==> src/rtl/galois8_pkg.sv <==
// Shared GF(2^8) types and constants for the pipelined multiplier.
package galois8_pkg;
    typedef logic [7:0]  gf8_t;
    typedef logic [14:0] gf8_prod_t;

    localparam logic [8:0] GF8_POLY        = 9'h1C3;
    localparam int         GF8_MUL_LATENCY = 9;
endpackage

==> src/rtl/galois8_reduce.sv <==
// Combinational reduction of a 15-bit carry-less product modulo x^8+x^7+x^6+x+1.
module galois8_reduce
    import galois8_pkg::*;
(
    input  logic [14:0] prod,
    output logic [7:0]  res
);
    always_comb begin
        gf8_prod_t r;
        r = prod;
        // Clear bits from the top down; each fold can only touch lower bits.
        for (int i = 14; i >= 8; i--) begin
            if (r[i]) r = r ^ (gf8_prod_t'(GF8_POLY) << (i - 8));
        end
        res = r[7:0];
    end
endmodule

==> src/rtl/galois8_mul.sv <==
// 9-stage pipelined GF(2^8) multiplier (poly 0x1C3), one result per clock.
// Define GALOIS8_MUL_VALID_EN to add an in_valid/out_valid sideband.
module galois8_mul
    import galois8_pkg::*;
(
    input  logic       clk,
    input  logic       rst_n,
`ifdef GALOIS8_MUL_VALID_EN
    input  logic       in_valid,
    output logic       out_valid,
`endif
    input  logic [7:0] left,
    input  logic [7:0] right,
    output logic [7:0] result
);
    gf8_prod_t [7:0] pp_c;
    gf8_prod_t       acc_fin;
    gf8_t            red_c;

    always_comb begin
        for (int i = 0; i < 8; i++)
            pp_c[i] = left[i] ? (gf8_prod_t'(right) << i) : '0;
    end

    // Stage j holds the running sum and the partial products not yet folded in;
    // the remainder list shrinks by one entry per stage.
    for (genvar j = 0; j < 7; j++) begin : g_acc
        gf8_prod_t         acc;
        gf8_prod_t [6-j:0] rem;

        if (j == 0) begin : g_cap
            always_ff @(posedge clk or negedge rst_n) begin
                if (!rst_n) begin
                    acc <= '0;
                    rem <= '0;
                end else begin
                    acc <= pp_c[0];
                    rem <= pp_c[7:1];
                end
            end
        end else begin : g_xor
            always_ff @(posedge clk or negedge rst_n) begin
                if (!rst_n) begin
                    acc <= '0;
                    rem <= '0;
                end else begin
                    acc <= g_acc[j-1].acc ^ g_acc[j-1].rem[0];
                    rem <= g_acc[j-1].rem[7-j:1];
                end
            end
        end
    end

    always_ff @(posedge clk or negedge rst_n) begin
        if (!rst_n) acc_fin <= '0;
        else        acc_fin <= g_acc[6].acc ^ g_acc[6].rem[0];
    end

    galois8_reduce u_reduce (
        .prod (acc_fin),
        .res  (red_c)
    );

    always_ff @(posedge clk or negedge rst_n) begin
        if (!rst_n) result <= '0;
        else        result <= red_c;
    end

`ifdef GALOIS8_MUL_VALID_EN
    logic [GF8_MUL_LATENCY-1:0] vld_pipe;

    always_ff @(posedge clk or negedge rst_n) begin
        if (!rst_n) vld_pipe <= '0;
        else        vld_pipe <= {vld_pipe[GF8_MUL_LATENCY-2:0], in_valid};
    end

    assign out_valid = vld_pipe[GF8_MUL_LATENCY-1];
`endif
endmodule

==> config.mk <==
export PLATFORM = sky130hd
export DESIGN_NAME = galois8_mul
export DESIGN_NICKNAME = d
export VERILOG_FILES = /design/src/rtl/galois8_pkg.sv /design/src/rtl/galois8_reduce.sv /design/src/rtl/galois8_mul.sv
export SDC_FILE = /design/constraint.sdc
export NUM_CORES = 1
export LEC_CHECK = 0
export ABC_AREA = 1
export BUFFER_PORTS_ARGS = -buffer_cell sky130_fd_sc_hd__buf_2
export CORE_MARGIN = 2
export CORE_UTILIZATION = 26
export CTS_BUF_LIST = sky130_fd_sc_hd__clkbuf_4 sky130_fd_sc_hd__clkbuf_8
export DETAILED_ROUTE_END_ITERATION = 10
export SLEW_MARGIN = 5
export SYNTH_ARGS = -nofsm -noshare
export SYNTH_HDL_FRONTEND = slang
export SYNTH_HIERARCHICAL = 1
export SYNTH_SLANG_ARGS = --single-unit
==> constraint.sdc <==
create_clock -name clk -period 1.1 [get_ports clk]
set_input_delay 0.055 -clock clk [delete_from_list [all_inputs] [get_ports clk]]
set_output_delay 0.055 -clock clk [all_outputs]
set_load 0.05 [all_outputs]
After elaboration in Yosys (flattened, before gate mapping):

Index checks and enable logic that the tools add are counted.

* reductions and logical operators: 0
* eq/ne operators: 0
* $lt $le $gt $ge: 0
* multipliers: 0
* divide/modulo/power cells: 0
* bitwise logic cells: 14
* $add $sub $neg: 0
* mux-type cells: 15
* shifts and indexed selects: 0

Operators with widths (count)
* $mux 14: 2
* $not 4->4: 7
* $mux 13: 2
* $mux 12: 2
* $mux 11: 2
* $mux 10: 2
* $mux 9: 2
* $mux 8: 2
* $mux 15: 1
* $xor 15x14->15: 1
* $xor 15x15->15: 1
* $xor 12x13->13: 1
* $xor 11x12->12: 1
* $xor 10x11->11: 1
* $xor 9x10->10: 1
* $xor 8x9->9: 1

* memory bits (writable): 0
* memories kept: 0
* bits in latches: 0
* flip-flop bits (word level): 467
* bits in read-only memories: 0
* word-level logic and storage cells: 66

Longest topological paths before layout:

* depth after elaboration: 14
* mapped depth: 9

By module:

The synthesis kept the hierarchy.

By module, submodules not included
* galois8_mul: area an instance 9587.9 µm², cells an instance 713, instances 1
* galois8_reduce: area an instance 355.3 µm², cells an instance 66, instances 1

Worst setup path after synthesis:

Ideal clock, no wire load.

* kind: register to register
* start point: register acc_fin[14]
* end point: register result[3]
* path slack: -50 ps
* arrival time: 1034 ps
* buffers on the path: 1
* setup time: 116 ps
* period minus slack after synthesis: 1150 ps
* cell stages (with the launch flop): 9
* required time: 984 ps
* cells stage by stage: dfrtp_1 -> buf_6 -> nand2_1 -> nand3_2 -> nand2_2 -> xor2_2 -> inv_1 -> nand2_1 -> nand2_1

* cells in the longest elaborated chain, start to end: 9
* elaborated cells on any way between the ends: 11
* classes of those cells: mux: 7; bitwise: 4

RTL lines
* from (decl): RTL line galois8_mul.sv:17 `gf8_prod_t acc_fin;`
* from (signal assigned): RTL line galois8_mul.sv:56 `else acc_fin <= g_acc[6].acc ^ g_acc[6].rem[0];`
* $mux 14 (*): RTL line galois8_reduce.sv:13 `if (r[i]) r = r ^ (gf8_prod_t'(GF8_POLY) << (i - 8));`
* $mux 13 (*): RTL line galois8_reduce.sv:13
* $not 4->4 (no line) or $mux 13 (tied branches)
* $mux 12 (*): RTL line galois8_reduce.sv:13
* $mux 11 (*): RTL line galois8_reduce.sv:13
* $not 4->4 (no line) or $mux 11 (tied branches)
* $mux 10 (*): RTL line galois8_reduce.sv:13
* $mux 9 (*): RTL line galois8_reduce.sv:13
* $mux 8 (*): RTL line galois8_reduce.sv:13
* net red_c[3]: RTL line galois8_mul.sv:18 `gf8_t red_c;`
* to (signal assigned): RTL line galois8_mul.sv:66 `else result <= red_c;`
* to (decl): RTL line galois8_mul.sv:14 `output logic [7:0] result`

The timed path passes the listed nets; every way through them passes the cells marked *.

Worst setup path in the final report:

* start point: register acc_fin[14]
* end point: register result[6]

* cells in the longest elaborated chain, start to end: 10
* elaborated cells on any way between the ends: 13
* classes of those cells: mux: 7; bitwise: 6

RTL lines (RTL line)
* $mux 14 (*): galois8_reduce.sv:13
* $not 4->4 (no line)
* $mux 13 (*): galois8_reduce.sv:13
* $mux 12 (*): galois8_reduce.sv:13
* $not 4->4 (no line)
* $mux 11 (*): galois8_reduce.sv:13
* $mux 10 (*): galois8_reduce.sv:13
* $not 4->4 (no line)
* $mux 9 (*): galois8_reduce.sv:13
* $mux 8 (*): galois8_reduce.sv:13
* net red_c[6]: galois8_mul.sv:18

Marks and branches as above.

==> results.json <==
{
  "synth_nets": 797,
  "syn2layout_area_growth_pct": 22.1,
  "leakagePower_nw": 6.57,
  "drt_iter0_drc": 157,
  "cp_max_fo": 6,
  "dp_cells": 1315,
  "cts_sinks": 324,
  "htreeDepth": 2,
  "hold_slack_ns": -0.0341,
  "antenna_found_initial": 0,
  "wl_per_cell_um": 9.56,
  "gr-total-overflow": 0,
  "hpwlAfterDp_um": 8500,
  "detail_route.vias_per_cell": 3.42,
  "cp_data_arrival_time_ns": 1.68,
  "syn_inst": 779,
  "port_buffers": 25,
  "power.density_mw_per_mm2": 2020,
  "startpoint_type": "flop",
  "finalWirelength_um": 13500,
  "num_antenna_cells": 0,
  "min_path_type": "in -> async",
  "finalSetupTns_ns": -1.00,
  "grt_pass1_wl_um": 24000,
  "fin_skew_ns": 0.0319,
  "cp.required_ns": 1.53,
  "ys_seq_area_frac": 0.815,
  "tightest_slew_ns": 0.327,
  "maxCapViolCount": 0,
  "cts_buffer_depth": 3,
  "final_layout_size_suffix_gt1_frac": 0.159,
  "clk_latency_ns": 0.56,
  "cp_cell_sequence": "nand2_1 > nand3_4 > nand3_1 > nand3_2 > nand3_1 > nand2_1",
  "cts_tree": "built",
  "max_freq_ghz": 0.800,
  "synth_seq_cells": 324,
  "violations": "negative hold slack, negative setup slack",
  "grt_pass1_vias": 5164,
  "gp_congestion": 0.722,
  "ant_nets": 0,
  "dieArea_mm2": 0.0398,
  "syn_avg_cell_area_um2": 12.8,
  "timing.final.ws_setup_ns": -0.150,
  "rows": 71,
  "vdd_drop_max_mv": 0.782,
  "cts_made_buffers": 49,
  "hold_violations": 13,
  "grt_usage": 0.0751,
  "path_class": "reg -> reg",
  "setup_viol": 15,
  "netlist_area_mm2": 0.00994,
  "rsz0062_at_grt": "yes",
  "outcome": "complete, but fails checks",
  "critPathCaptureType": "flop",
  "firstDrtPassIters": 4,
  "final_nets": 895,
  "root_buffer": "clkbuf_8",
  "slowest_stage": "dfrtp_2",
  "die_width_um": 200,
  "synth.distinct_cells": 14,
  "core_mm2": 0.0377,
  "synth_warnings": 6,
  "initial_core_util": 0.264,
  "die-height_um": 200,
  "relSlewSlack": 0.782,
  "clk_pin_slew_ns": 0.06,
  "final_cells": 1413,
  "cpPeakStageDelay_ns": 0.46,
  "route.vias.total": 4839,
  "io-pin-count": 26,
  "drc": 0,
  "fin_area_mm2": 0.0121,
  "final_max_slew_viol_count": 0,
  "place_area_mm2": 0.0108,
  "post-route-period-util": 1.14,
  "holdBufCountCts": 21,
  "fin_crit_ns": 1.25,
  "grt_max_degree": 65
}
==> cell families after synthesis <==
kind of cell / Yosys count / synth area share
DFF: 324 / 0.815
and+or+nand+nor: 255 / 0.101
buffers and inverters: 191 / 0.0749
xor gates and xnor gates: 9 / 0.00868
==> critical path: cells and delay by family (launching register included) <==
family | cells | cell delay (ns)
DFF | 1 | 0.46
and+or+nand+nor | 6 | 0.67
==> state kept, by name, summed over array words and instances, names as in the netlist <==
| register | flops |
|---|---|
| g_acc.rem | 224 |
| g_acc.acc | 77 |
| acc_fin | 15 |
| result | 8 |
==> Yosys cell counts (all sizes together) <==
| cell type | count | share of area |
|---|---|---|
| buf | 17 | 0.0092 |
| xor2 | 6 | 0.0060 |
| nand2 | 240 | 0.092 |
| nand3 | 13 | 0.0075 |
| nand3b | 1 | 0.00076 |
| dfrtp | 324 | 0.82 |
| or2 | 1 | 0.00063 |
| xnor2 | 3 | 0.0026 |
| inv | 174 | 0.066 |
==> final timing paths <==
check	start	end	slack, ns	cells past startpoint
min in group clk	g_acc[5].rem[13]$_DFF_PN0_	g_acc[6].acc[13]$_DFF_PN0_	0.33	0
min reg2reg	g_acc[5].rem[13]$_DFF_PN0_	g_acc[6].acc[13]$_DFF_PN0_	0.33	0
max	acc_fin[14]$_DFF_PN0_	result[6]$_DFF_PN0_	-0.15	6
min	rst_n	g_acc[0].rem[24]$_DFF_PN0_	-0.03	2
max reg2reg	acc_fin[14]$_DFF_PN0_	result[6]$_DFF_PN0_	-0.15	6
max in group asynchronous	rst_n	g_acc[3].rem[11]$_DFF_PN0_	0.49	3
==> cell type report <==
type	count	area, um2
fillers	3744	25500
flip-flops and latches	324	8110
multi-input cells	264	1180
clock buffers	69	875
inverters	174	653
well taps	511	639
repair buffers	64	622
clock inverters	7	71.3
==> repair_timing <==
item,4_1_cts,5_1_grt
buffers inserted,0,1
resized for setup,31,7
setup endpoints to repair,16,16
pin swaps,4,4
endpoints found under the hold margin,388,13
==> power by group <==
group	internal [mW]	switching, mW
sequential	12.8	0.341
clock	5.30	4.09
combinational	0.727	1.31
total	18.8	5.74
==> routing by layer <==
metal,vias up,part of all wire,track usage
met3,29,0.041,0.0197
met2,77,0.50,0.127
met4,0,0.028,0.0379
met5,-,0,0
li1,2398,-,-
met1,2335,0.43,0.0882
==> per-stage QoR <==
stage	worst slack, ns	utilization	power (mW)
after floorplan	-0.0498	-	14.3
after global placement	-0.115	0.288	15.0
after detailed placement	-0.203	0.288	15.1
after CTS	-0.135	0.322	24.9
after global routing	-0.233	0.322	25.8
final	-0.150	0.322	24.6
==> cells in the final DEF (no fill, tap or decap), types with 2 or more instances in the layout <==
master,count
nand2_2,9
nand2_1,226
buf_12,7
inv_1,173
buf_6,9
nand3_1,6
dfrtp_1,323
clkbuf_8,57
nand2_4,5
buf_4,10
clkbuf_4,12
clkinvlp_4,2
nand3_2,5
xnor2_1,3
dlygate4sd3_1,21
buf_2,16
nand3_4,2
xor2_1,5
clkinv_2,3
No activity file was read; power rests on OpenSTA's default activity.
